### config.mk
export PLATFORM = sky130hd
export DESIGN_NAME = crc_job_sequencer
export DESIGN_NICKNAME = d
export VERILOG_FILES = /design/src/rtl/crc_job_sequencer.sv
export SDC_FILE = /design/constraint.sdc
export NUM_CORES = 1
export LEC_CHECK = 0
export ABC_AREA = 0
export ABC_CLOCK_PERIOD_IN_PS = 2800
export CELL_PAD_IN_SITES_DETAIL_PLACEMENT = 1
export CELL_PAD_IN_SITES_GLOBAL_PLACEMENT = 2
export CORE_MARGIN = 2
export CORE_UTILIZATION = 28
export CTS_BUF_LIST = sky130_fd_sc_hd__clkbuf_8
export CTS_CLUSTER_DIAMETER = 40
export DETAILED_ROUTE_END_ITERATION = 10
export PLACE_DENSITY = 0.95
export SLEW_MARGIN = 20
export SYNTH_ARGS = -nofsm -noshare
export SYNTH_HDL_FRONTEND = slang
export SYNTH_SLANG_ARGS = --single-unit
### constraint.sdc
create_clock -name ACLK -period 2.8 [get_ports ACLK]
set_input_delay 0.56 -clock ACLK [delete_from_list [all_inputs] [get_ports ACLK]]
set_output_delay 0.56 -clock ACLK [all_outputs]
set_load 0.1 [all_outputs]
### src/rtl/crc_job_sequencer.sv
// Drives one CRC job over AXI-Lite: INIT_VALUE to 0x00, each data word to 0x04, result read from 0x08.
// Latency: about 3 cycles per write plus slave delays; the result is held until res_ready.
// Backpressure: in_ready is high only in DATA_GET. Define CRC_SEQ_TIMEOUT_EN to enable the 255-cycle AXI timeout.
module crc_job_sequencer #(
    parameter int          ADDR_WIDTH = 8,
    parameter logic [31:0] INIT_VALUE = 32'hFFFF_FFFF
) (
    input  logic                  ACLK,
    input  logic                  ARESETn,
    input  logic                  job_start,
    input  logic [7:0]            job_len,
    output logic                  job_busy,
    input  logic                  in_valid,
    input  logic [31:0]           in_data,
    output logic                  in_ready,
    output logic                  res_valid,
    output logic [31:0]           res_crc,
    output logic [1:0]            res_resp,
    input  logic                  res_ready,
    output logic                  m_awvalid,
    input  logic                  m_awready,
    output logic [ADDR_WIDTH-1:0] m_awaddr,
    output logic                  m_wvalid,
    input  logic                  m_wready,
    output logic [31:0]           m_wdata,
    input  logic                  m_bvalid,
    input  logic [1:0]            m_bresp,
    output logic                  m_bready,
    output logic                  m_arvalid,
    input  logic                  m_arready,
    output logic [ADDR_WIDTH-1:0] m_araddr,
    input  logic                  m_rvalid,
    input  logic [31:0]           m_rdata,
    input  logic [1:0]            m_rresp,
    output logic                  m_rready
);

    typedef enum logic [2:0] {IDLE, INIT_WR, DATA_GET, DATA_WR, RES_RD, RES_OUT} state_t;

    localparam logic [ADDR_WIDTH-1:0] ADDR_CTRL = ADDR_WIDTH'(8'h00);
    localparam logic [ADDR_WIDTH-1:0] ADDR_DATA = ADDR_WIDTH'(8'h04);
    localparam logic [ADDR_WIDTH-1:0] ADDR_RES  = ADDR_WIDTH'(8'h08);

    state_t     state;
    logic [7:0] word_cnt;

    logic aw_hs, w_hs, b_hs, ar_hs, r_hs, in_hs, last_write;

    assign aw_hs = m_awvalid & m_awready;
    assign w_hs  = m_wvalid & m_wready;
    assign b_hs  = m_bvalid & m_bready;
    assign ar_hs = m_arvalid & m_arready;
    assign r_hs  = m_rvalid & m_rready;
    assign in_hs = in_valid & in_ready;

    // Counter holds words still to write; it is decremented only on a data-write response.
    assign last_write = (state == INIT_WR) ? (word_cnt == 8'd0) : (word_cnt == 8'd1);

`ifdef CRC_SEQ_TIMEOUT_EN
    logic [7:0] tmo_cnt;
    logic       tmo_waiting, any_hs;

    assign tmo_waiting = (state == INIT_WR) || (state == DATA_WR) || (state == RES_RD);
    assign any_hs      = aw_hs | w_hs | b_hs | ar_hs | r_hs;
`endif

    always_ff @(posedge ACLK or negedge ARESETn) begin
        if (!ARESETn) begin
            state     <= IDLE;
            word_cnt  <= '0;
            job_busy  <= 1'b0;
            in_ready  <= 1'b0;
            res_valid <= 1'b0;
            res_crc   <= '0;
            res_resp  <= '0;
            m_awvalid <= 1'b0;
            m_awaddr  <= '0;
            m_wvalid  <= 1'b0;
            m_wdata   <= '0;
            m_bready  <= 1'b0;
            m_arvalid <= 1'b0;
            m_araddr  <= '0;
            m_rready  <= 1'b0;
`ifdef CRC_SEQ_TIMEOUT_EN
            tmo_cnt   <= '0;
`endif
        end else begin
            case (state)
                IDLE: begin
                    if (job_start) begin
                        word_cnt  <= job_len;
                        res_resp  <= '0;
                        job_busy  <= 1'b1;
                        m_awaddr  <= ADDR_CTRL;
                        m_wdata   <= INIT_VALUE;
                        m_awvalid <= 1'b1;
                        m_wvalid  <= 1'b1;
                        m_bready  <= 1'b1;
                        state     <= INIT_WR;
                    end
                end
                INIT_WR, DATA_WR: begin
                    if (aw_hs) m_awvalid <= 1'b0;
                    if (w_hs)  m_wvalid  <= 1'b0;
                    if (b_hs) begin
                        m_bready <= 1'b0;
                        res_resp <= res_resp | m_bresp;
                        if (state == DATA_WR) word_cnt <= word_cnt - 8'd1;
                        if (last_write) begin
                            m_araddr  <= ADDR_RES;
                            m_arvalid <= 1'b1;
                            m_rready  <= 1'b1;
                            state     <= RES_RD;
                        end else begin
                            in_ready <= 1'b1;
                            state    <= DATA_GET;
                        end
                    end
                end
                DATA_GET: begin
                    if (in_hs) begin
                        in_ready  <= 1'b0;
                        m_wdata   <= in_data;
                        m_awaddr  <= ADDR_DATA;
                        m_awvalid <= 1'b1;
                        m_wvalid  <= 1'b1;
                        m_bready  <= 1'b1;
                        state     <= DATA_WR;
                    end
                end
                RES_RD: begin
                    if (ar_hs) m_arvalid <= 1'b0;
                    if (r_hs) begin
                        m_arvalid <= 1'b0;
                        m_rready  <= 1'b0;
                        res_crc   <= m_rdata;
                        res_resp  <= res_resp | m_rresp;
                        res_valid <= 1'b1;
                        state     <= RES_OUT;
                    end
                end
                RES_OUT: begin
                    if (res_ready) begin
                        res_valid <= 1'b0;
                        job_busy  <= 1'b0;
                        state     <= IDLE;
                    end
                end
                default: state <= IDLE;
            endcase
`ifdef CRC_SEQ_TIMEOUT_EN
            // Placed after the case so an expiry overrides whatever the state just scheduled.
            if (!tmo_waiting || any_hs) begin
                tmo_cnt <= '0;
            end else if (tmo_cnt == 8'hFF) begin
                tmo_cnt   <= '0;
                m_awvalid <= 1'b0;
                m_wvalid  <= 1'b0;
                m_bready  <= 1'b0;
                m_arvalid <= 1'b0;
                m_rready  <= 1'b0;
                res_resp  <= 2'b11;
                res_crc   <= '0;
                res_valid <= 1'b1;
                state     <= RES_OUT;
            end else begin
                tmo_cnt <= tmo_cnt + 8'd1;
            end
`endif
        end
    end

endmodule

# ---- After elaboration in Yosys (flattened, before gate mapping)
# Cells that the tools add are included.
dict set report word_totals {
  reg_bits 94
  output_inout_bits 90
  wordCells 111
}
dict set report op_classes {
  n_addsub 1
  n_eq_ne 17
  muxes 45
  bitwise_logic 8
  n_reduce_logical 25
}
# operator n
set op_table {}
lappend op_table {{$mux W32} 2}
lappend op_table {{$pmux W32 S2} 1}
lappend op_table {{$mux W8} 5}
lappend op_table {{$pmux W8 S2} 2}
lappend op_table {{$reduce_and A4 Y1} 8}
lappend op_table {{$ne A2 B2 Y1 const B} 10}
lappend op_table {{$mux W3} 6}
lappend op_table {{$mux W1} 16}
lappend op_table {{$pmux W3 S5} 1}
lappend op_table {{$reduce_and A3 Y1} 4}
lappend op_table {{$reduce_bool A2 Y1} 6}
lappend op_table {{$pmux W1 S2} 5}
lappend op_table {{$pmux W1 S3} 3}
lappend op_table {{$eq A8 B1 Y1 const B} 1}
lappend op_table {{$logic_not A8 Y1} 1}
lappend op_table {{$sub A8 B1 Y8 const B} 1}
lappend op_table {{$and A1 B1 Y1} 6}
lappend op_table {{$eq A3 B2 Y1 const B} 2}
lappend op_table {{$eq A3 B3 Y1 const B} 2}
lappend op_table {{$mux W2} 3}
lappend op_table {{$pmux W2 S3} 1}
lappend op_table {{$reduce_bool A3 Y1} 2}
lappend op_table {{$reduce_and A5 Y1} 1}
lappend op_table {{$or A2 B2 Y2} 2}
lappend op_table {{other kinds (5)} 5}

# ---- Depth between registers and ports, before layout
# Gate-level depths: netlist (run 1).
dict set report logic_depth {
  word_depth 5
  ltp_mapped 6
}

# ---- Worst setup path after synthesis (run 1)
# Ideal clock, no wire load.
dict set report synth_path {
  path_kind {register to register}
  start {register in_ready}
  end {register m_wdata[0]}
  arrival_ns 2.062
  required_ns 2.733
  setup_slack_ns 0.671
  stages_incl_launch_ff 6
  n_path_buf 2
  synth_period_minus_slack_ns 2.129
  path_cell_list {dfrtp_1 -> and3_1 -> o21a_1 -> clkbuf_1 -> clkbuf_1 -> o22a_1}
}
dict set report synth_via {
  elab_chain_cells 3
}
# element line_no
set synth_lines {}
lappend synth_lines {{from (decl)} 15} ;# output logic in_ready,
lappend synth_lines {{from (signal assigned)} 72} ;# in_ready <= 1'b0;
lappend synth_lines {{from (signal assigned)} 115} ;# in_ready <= 1'b1;
lappend synth_lines {{from (signal assigned)} 122} ;# in_ready <= 1'b0;
lappend synth_lines {{$and A1 B1 Y1} 54} ;# assign in_hs = in_valid & in_ready;
lappend synth_lines {{$ne A2 B2 Y1 (no source line)} n/a}
lappend synth_lines {{$reduce_and A3 Y1 (no source line)} n/a}
lappend synth_lines {{to (signal assigned)} 123} ;# m_wdata <= in_data;
lappend synth_lines {{to (decl)} 25} ;# output logic [31:0] m_wdata,
# No other way between the ends.
# A chain may end at the register's enable or synchronous reset.

# ---- Final worst setup path (run 1)
dict set report layout_path {
  start {register state[1]}
  end {register res_crc[23]}
}
dict set report layout_via {
  elab_chain_cells 2
}
# element line_no
set layout_lines {}
lappend layout_lines {{from (decl)} 44} ;# state_t state;
lappend layout_lines {{from (signal assigned)} 69} ;# state <= IDLE;
lappend layout_lines {{from (signal assigned)} 99} ;# state <= INIT_WR;
lappend layout_lines {{from (signal assigned)} 113} ;# state <= RES_RD;
lappend layout_lines {{$eq A3 B3 Y1} 88} ;# case (state)
lappend layout_lines {{$reduce_and A2 Y1 (no source line)} n/a}
lappend layout_lines {{to (signal assigned)} 136} ;# res_crc <= m_rdata;
lappend layout_lines {{to (decl)} 17} ;# output logic [31:0] res_crc,
# No other way between the ends.

==> results of run 1 <==
[cells in the mapped netlist (all sizes together), types with 2 or more instances]
cell type	number
or3b	5
a21o	3
o21a	2
nor4	2
nor4b	2
nor2b	4
inv	8
mux2i	5
o22ai	2
nand2b	4
o2bb2ai	2
o31ai	3
a21oi	16
or4	2
clkbuf	9
nand2	14
o22a	32
nor2	14
nand3	3
mux2	32
o21ai	16
buf	24
ha	3
dfrtp	87
nor3b	2
nor3	4
a22oi	2
[flip-flops by register name, summed over array words and instances (netlist names), 2 cells and up]
name      cells
res_crc      32
m_wdata      32
state         3
word_cnt      8
res_resp      2
[cell type report]
cell class	instances	area [um^2]	share of cell area, %
flip-flops and latches	87	2180	39.3
repair buffers	168	1480	26.8
multi-input cells	198	1430	25.8
well taps	176	220	3.98
clock buffers	9	124	2.24
clock inverters	7	67.6	1.22
inverters	8	30.0	0.543
[power breakdown]
group          switching, mW  total, mW  internal (mW)
sequential           0.00191       1.26           1.26
clock                  0.470      0.878          0.408
combinational          0.145      0.264          0.118
total                  0.617       2.40           1.78
[worst max-delay path: cells and delay by family, from the launching register on]
kind	cells	cell delay (ns)
muxes	1	0.40
DFF	1	0.54
and+or+nand+nor	2	1.10
[routing by layer]
| metal | global-route usage, % | wire length [um] | share of wire [%] | vias to the layer above |
|---|---|---|---|---|
| li1 | - | - | - | 1417 |
| met1 | 18.1 | 4480 | 42 | 1460 |
| met2 | 25.6 | 5180 | 48 | 124 |
| met3 | 4.67 | 791 | 7.4 | 17 |
| met4 | 6.90 | 242 | 2.3 | 0 |
| met5 | 0 | 0 | 0 | - |
[path summary, 6_finish.rpt]
check,from,depth (start not counted),slack (ns),to
worst max register to register,state[1],3,0.61,res_crc[23]
worst min register to register,m_araddr[3],2,0.47,m_araddr[3]
min in group ACLK,m_araddr[3],2,0.47,m_araddr[3]
max in group asynchronous,ARESETn,2,1.98,m_wdata[16]
worst min-delay path,ARESETn,1,0.16,job_busy
worst max-delay path,state[1],3,0.61,res_crc[23]
[metrics by stage]
stage                     util (%)  worst slack, ns  hold slack (ns)
after floorplan                  -            0.671            0.264
after global placement        40.3            0.531            0.461
after detailed placement      40.3            0.449            0.462
after CTS                     41.8            0.593            0.165
after global routing          41.8            0.474            0.176
final                         41.8            0.613            0.163
[cell families (layout without fill, tap and decap cells)]
kind of cell,after synthesis,count (layout),share of synthesized area (%)
flip-flops,87,87,57.3
multiplexers,37,37,10.8
adder cells (fa/ha/maj),3,3,0.987
AND/OR/NAND/NOR,61,61,9.08
other,1,14,0.0986
buffers and inverters,41,192,6.42
AO/OA/AOI/OAI,83,83,15.4
==> results.json, run 1 <==
{
  "dp_hpwl_mm": 7.96,
  "die_width_um": 121,
  "yosysSeqAreaShare_pct": 57.3,
  "synth.area.top_cells": "dfrtp_1, mux2_1, o22a_1",
  "yosysTopAreaCell": "dfrtp_1",
  "maxSlewViolCount": 0,
  "io_buffers": 161,
  "worstPathArrival_ns": 2.44,
  "synth_edf_count": 0,
  "fillers": 1462,
  "final_common_cell": "dfrtp_1",
  "cts.path.max_buffers": 2,
  "cts_resized": 0,
  "ys_types": 45,
  "relSlewSlack_pct": 49.9,
  "vias": 3018,
  "dieArea_mm2": 0.0145,
  "total_power_mw": 2.40,
  "grt_max_degree": 51,
  "wl_per_cell_um": 16.4,
  "fp-row-count": 42,
  "drt-initial-drc-count": 82,
  "critPathKind": "reg -> reg",
  "layout-drive-gt1-share_pct": 22.2,
  "core_area_mm2": 0.0132,
  "hp-class": "in -> async",
  "syn_inst": 313,
  "cts_root_buf": "clkbuf_8",
  "gp_congestion": 0.740,
  "fin_nets": 561,
  "end_kind": "flip-flop",
  "dp_cells": 637,
  "yosysTopAreaCellShare_pct": 57.3,
  "area_growth_pct": 45.5,
  "p_per_area_mw_per_mm2": 434,
  "cp.required_ns": 3.05,
  "drt_pass1_iterations": 4,
  "via_per_inst": 4.62,
  "avgSynthCellArea_um2": 12.1,
  "start_util_pct": 28.7,
  "placed_cell_area_mm2": 0.00534,
  "ant_nets": 0,
  "critPathMaxStageDelay_ns": 0.59,
  "antenna_found_initial": 0,
  "track_usage_pct": 15.3,
  "async_flop_share_pct": 100,
  "ys_ff_latch": 87,
  "cts.reportedPaths.clkPinSlew_ns": 0.09,
  "min_period_ns": 2.19,
  "fin_area_mm2": 0.00553,
  "yosys_most_used_dff": "dfrtp_1",
  "setup_viol": 0,
  "clock_sinks": 87,
  "grt_pass1_vias": 3334,
  "clk_latency_ns": 0.37,
  "ir_worst_vdd_v": 0.000174,
  "cts_buffers": 9,
  "layoutNonFillerInstCount": 653,
  "final_cell_mix": "dfrtp_1, clkdlybuf4s50_1, buf_4",
  "htree_levels": 3,
  "post_cts_buffers": 0,
  "io_pins": 176,
  "tightest_slew_ns": 0.750,
  "synth_area_mm2": 0.00380,
  "crit_chain": "or3b_1 > nor2_8 > mux2_2",
  "hold_viol_final": 0,
  "leakage_nw": 2.77,
  "dieHeight_um": 121,
  "routed_wl_mm": 10.7,
  "status": "finished, final reports clean",
  "start_kind": "flip-flop",
  "ys_warn_count": 0,
  "grt-ovfl-total": 0,
  "rsz0062_at_grt": "no",
  "finalClockSkew_ns": 0.00899,
  "setup_tns_ns": 0,
  "insertedDiodeCount": 0,
  "period_share_pct": 78.1,
  "cts_hold_buf": 0,
  "crit_slowest_cell": "or3b_1",
  "cap_violations": 0,
  "grt_pass1_wl_mm": 17.3,
  "cts_tree": "built",
  "path_max_fanout": 33,
  "remaining_drc_errors": 0,
  "fmax_mhz": 457
}
Note: power is estimated with default switching activity, not from simulation.
==> inputs of run 2 (changes only) <==
--- a/config.mk
+++ b/config.mk
@@ -6,15 +6,15 @@
 export NUM_CORES = 1
 export LEC_CHECK = 0
 export ABC_AREA = 0
-export ABC_CLOCK_PERIOD_IN_PS = 2800
+export ABC_CLOCK_PERIOD_IN_PS = 2000
 export CELL_PAD_IN_SITES_DETAIL_PLACEMENT = 1
 export CELL_PAD_IN_SITES_GLOBAL_PLACEMENT = 2
 export CORE_MARGIN = 2
-export CORE_UTILIZATION = 28
+export CORE_UTILIZATION = 23
 export CTS_BUF_LIST = sky130_fd_sc_hd__clkbuf_8
 export CTS_CLUSTER_DIAMETER = 40
 export DETAILED_ROUTE_END_ITERATION = 10
-export PLACE_DENSITY = 0.95
+export PLACE_DENSITY = 0.88
 export SLEW_MARGIN = 20
 export SYNTH_ARGS = -nofsm -noshare
 export SYNTH_HDL_FRONTEND = slang
==> constraint.sdc (replaced) <==
create_clock -name ACLK -period 2 [get_ports ACLK]
set_input_delay 0.4 -clock ACLK [delete_from_list [all_inputs] [get_ports ACLK]]
set_output_delay 0.4 -clock ACLK [all_outputs]
set_load 0.1 [all_outputs]
==> run 2 against run 1 <==
  * Combinational power increased by 44%
  * Sequential share of layout area decreased by 1.4 points
  * Count of clock-buffer cells in the layout unchanged
  * First-iteration DRC count decreased by 21%
  * Critical path depth increased by 1
  * Critical endpoint is now res_crc[1]
==> results.json, run 2 (synthesized netlist as in run 1, its figures left out) <==
{
  "dieArea_mm2": 0.0176,
  "worstPathArrival_ns": 2.04,
  "post_cts_buffers": 0,
  "leakage_nw": 2.83,
  "maxSlewViolCount": 0,
  "dp_hpwl_mm": 8.50,
  "critPathKind": "reg -> reg",
  "fin_nets": 572,
  "power.internal_mw": 2.51,
  "antenna_found_initial": 1,
  "die_width_um": 133,
  "switching_power_uw": 894,
  "cts_buffers": 9,
  "area_growth_pct": 51.1,
  "io_pins": 176,
  "wl_per_cell_um": 15.7,
  "dieHeight_um": 133,
  "final_cell_mix": "buf_4, dfrtp_1, clkdlybuf4s50_1",
  "period_share_pct": 89.4,
  "drt_pass1_iterations": 4,
  "status": "finished, final reports clean",
  "cap_violations": 0,
  "setup_viol": 0,
  "fmax_mhz": 559,
  "cts.reportedPaths.clkPinSlew_ns": 0.09,
  "htree_levels": 3,
  "seq_power_share_pct": 51.7,
  "track_usage_pct": 13.1,
  "clock_sinks": 87,
  "p_per_area_mw_per_mm2": 593,
  "hold_viol_final": 0,
  "grt_pass1_wl_mm": 18.3,
  "cp.required_ns": 2.25,
  "grt_max_degree": 47,
  "place_ws_ns": -0.00633,
  "rsz0062_at_grt": "no",
  "setup_tns_ns": 0,
  "swShare_pct": 26.2,
  "core_area_mm2": 0.0163,
  "drt-initial-drc-count": 65,
  "io_buffers": 161,
  "end_kind": "flip-flop",
  "remaining_drc_errors": 0,
  "r2r_cells": 4,
  "ir_worst_vdd_v": 0.000343,
  "finalClockSkew_ns": 0.00732,
  "via_per_inst": 4.33,
  "cts_tree": "built",
  "min_period_ns": 1.79,
  "final_common_cell": "buf_4",
  "total_power_mw": 3.41,
  "path_max_fanout": 33,
  "worst_slack_ns": 0.211,
  "fillers": 1841,
  "start_kind": "flip-flop",
  "biggestRegsByFlops": "m_wdata (32), res_crc (32), word_cnt (8)",
  "cts_root_buf": "clkbuf_8",
  "grt-ovfl-total": 0,
  "gp_congestion": 0.751,
  "clkPwrFrac_pct": 37.2,
  "combinationalPowerShare_pct": 11.2,
  "grt_pass1_vias": 3514,
  "ant_nets": 0,
  "vias": 3068,
  "fp-row-count": 47,
  "cts.path.max_buffers": 2,
  "routed_wl_mm": 11.1,
  "hp-class": "in -> async",
  "layout-drive-gt1-share_pct": 24.6,
  "clk_latency_ns": 0.36,
  "start_util_pct": 23.3
}
-- run 2: changes by cell type in the layout (fill, tap and decap cells not counted), moves of 2 or more --
cell	delta
inv_1	-2
buf_12	+5
dfrtp_1	-2
buf_4	+5
dfrtp_2	+2
-- run 2: power groups by stage --
stage	Clock (mW)	Combinational (mW)	Sequential (mW)
4_1_cts	1.33	0.385	1.76
5_1_grt	1.41	0.407	1.76
3_5_place_dp	0	0.382	1.80
3_3_place_gp	0	0.377	1.80
6_report	1.27	0.380	1.76
2_1_floorplan	0	0.170	1.80
-- run 2: final cells by class --
class	instances	area [um^2]	share of cell area, %
clock buffer	9	124	2.16
tap	220	275	4.79
inverter	8	30.0	0.523
multi-input combinational	198	1430	24.9
timing repair buffer	179	1630	28.4
clock inverter	7	72.6	1.26
sequential	87	2180	37.9
antenna	1	2.50	0.0436
-- run 2: worst paths after layout --
path | endpoint | from | slack [ns]
max | res_crc[1] | state[0] | 0.21
min | res_crc[27] | ARESETn | 0.41
max reg2reg | res_crc[1] | state[0] | 0.21
min reg2reg | m_araddr[3] | m_araddr[3] | 0.48
max in group asynchronous | m_rready | ARESETn | 0.92
min in group ACLK | m_araddr[3] | m_araddr[3] | 0.48
-- run 2: through the flow --
stage	instances	hold slack (ns)	utilization (%)	area [um^2]
final	709	0.412	35.1	5750
after global routing	708	0.382	35.1	5740
after CTS	708	0.376	35.1	5740
after detailed placement	691	0.253	33.9	5540
after global placement	691	0.252	33.9	5540
after floorplan	326	0.104	-	3850
-- run 2: worst max-delay path, cell delays in order, from the launching register on --
cell and delay (ns):
dfrtp_1 0.43, or3b_1 0.49, nor2_8 0.16, buf_12 0.22, mux2_1 0.36
-- run 2: routing by layer --
metal | vias up | part of all wire [%] | GRT usage [%]
met3 | 13 | 6.2 | 4.37
met1 | 1504 | 42 | 15.3
met4 | 0 | 1.7 | 4.48
met5 | - | 0 | 0
met2 | 105 | 50 | 22.6
li1 | 1446 | - | -
-- run 2: repair_timing --
| item | CTS | global route |
|---|---|---|
| hold buffers | 1 | 0 |
| gates resized for setup | 0 | 0 |
| hold endpoints to repair | 10 | 0 |
==> RTL change, RTL diff (config.mk and constraints of run 2) <==
`ADDR_WIDTH`: 8 -> 10.
--- a/src/rtl/crc_job_sequencer.sv
+++ b/src/rtl/crc_job_sequencer.sv
@@ -2,7 +2,7 @@
 // Latency: about 3 cycles per write plus slave delays; the result is held until res_ready.
 // Backpressure: in_ready is high only in DATA_GET. Define CRC_SEQ_TIMEOUT_EN to enable the 255-cycle AXI timeout.
 module crc_job_sequencer #(
-    parameter int          ADDR_WIDTH = 8,
+    parameter int          ADDR_WIDTH = 10,
     parameter logic [31:0] INIT_VALUE = 32'hFFFF_FFFF
 ) (
     input  logic                  ACLK,
Interface: changed (resized m_araddr and m_awaddr); port bits go from 176 to 180. No check against the original RTL was run, so the function may have changed too.
==> RTL change against run 2 <==
Sequential cell count stayed put. Power rose by 0.90%. Worst setup slack lost 41 ps. Design area is 0.22% lower. Largest power group unchanged. Area after synthesis grew 0.79%. Wire length fell by 0.66%. Critical path type unchanged. Largest cell class unchanged. Clock power is essentially flat. Sequential share of layout area increased by 0.083 points.
==> RTL change: results (changes against run 2) <==
Placed design
  – Dpl hpwl: 8140 um (was 8500 um)
  – Setup WS pre-CTS: -19.0 ps (was -6.33 ps)
  – Routability cong.: 0.766 (was 0.751)
  – Dpl cells: 693 (was 691)

Yosys
  – Syn avg cell area: 12.1 sq um (about the same)
  – Commonest cells in the netlist: dfrtp_1, o22a_1, mux2_1 (unchanged)
  – Seq/Total Area, Yosys: 56.8% (was 57.3%)
  – Synth area leaders: dfrtp_1, mux2_1, o22a_1 (unchanged)
  – Async set-reset flop share out of synthesis: 100% (unchanged)

Global routing
  – GRT Total Usage: 12.7% (was 13.1%)
  – GR Util met3: 3.75% (was 4.37%)
  – First-pass GRT wire length: 17900 um (was 18300 um)
  – Largest net degree at the start of global routing: 88 (was 47)
  – Vias in the first global route: 3470 (was 3514)
  – Met2 Track Usage GR: 22.1% (was 22.6%)
  – GR Layer Usage met1: 14.6% (was 15.3%)

Final layout
  – Final Non-Filler Cells: 708 (was 709)
  – N_diodes: 0 (was 1)
  – Share of cells above drive strength 1: 24.2% (was 24.6%)
  – Final nets: 573 (was 572)

Timing
  – WHS: 60.5 ps (was 412 ps)
  – FMAX: 547 MHz (was 559 MHz)
  – Layout Skew: 13.6 ps (was 7.32 ps)

Clock tree
  – Clk slew on worst S/H paths: 90 ps (about the same)
  – Clock tree buffer depth: 2 (unchanged)
  – # H-tree levels: 3 (unchanged)

Setup path
  – Worst R2R Setup Slack: 170 ps (was 210 ps)
  – Crit path launch: word_cnt[5]$_DFFE_PN0P_ (was state[0]$_DFFE_PN0P_)
  – CP Max Fanout: 6 (was 33)
  – Worst reg2reg path startpoint: word_cnt[5]$_DFFE_PN0P_ (was state[0]$_DFFE_PN0P_)
  – CP Data Arrival Time: 2120 ps (was 2040 ps)

Route
  – Starting DRC count in detailed routing: 77 (was 65)
  – Detailed Route WL: 11100 um (about the same)
  – Vias: 3131 (was 3068)

Outcome
  – Outcome: finished, final reports clean (unchanged)

Hold path
  – Hold Crit Class: in2async (unchanged)

Power
  – Static Leak: 2.82 nW (was 2.83 nW)
  – Peak VDD IR: 0.000263 V (was 0.000343 V)
RTL change: metrics by stage:
step,setup TNS (ps),util (%)
CTS,0,34.9
global route,0,34.9
finish,0,34.9
global placement,0,33.7
detailed placement,-36.0,33.7
floorplan,0,-
RTL change: power by group:
group          leakage [nW]  switching (W)  total (W)  internal, W
clock                0.0944       0.000663    0.00127     0.000605
sequential             1.19     0.00000102    0.00176      0.00176
combinational          1.54       0.000239   0.000410     0.000171
total                  2.82       0.000903    0.00344      0.00253
RTL change: critical path, stage by stage, from the launching register on:
cell and delay, ps:
dfrtp_1 460, or4_1 700, nor4_1 380, a21oi_1 130, nor2_1 90
RTL change: final timing paths:
check	to	cells after the start
max reg2reg	m_rready$_DFFE_PN0P_	4
max in group asynchronous	in_ready$_DFFE_PN0P_	2
max	m_rready$_DFFE_PN0P_	4
min in group ACLK	m_araddr[3]$_DFFE_PN0P_	2
min reg2reg	m_araddr[3]$_DFFE_PN0P_	2
min	res_crc[7]$_DFFE_PN0P_	2
RTL change: metal layers:
| metal | share of wire [%] | vias to the layer above |
|---|---|---|
| li1 | - | 1437 |
| met1 | 42 | 1558 |
| met2 | 49 | 118 |
| met3 | 6.9 | 16 |
| met4 | 1.8 | 2 |
| met5 | 0.12 | - |
RTL change: area by class of cell:
cell class	count	area (sq um)
inverter	8	30.0
clock buffer	10	138
tap	220	275
clock inverter	5	58.8
fill	1782	10700
timing repair buffer	176	1610
multi-input combinational	202	1450
sequential	87	2180
RTL change: cell families (layout without fill, tap and decap cells):
family / count (synthesis) / after routing / synth area share [%]
simple gates: 61 / 61 / 9.01
other cells: 1 / 18 / 0.0978
buf+inv: 45 / 199 / 7.15
mux: 37 / 37 / 10.7
compound gates: 83 / 83 / 15.2
flops: 87 / 87 / 56.8
fa+ha+maj: 3 / 3 / 0.980
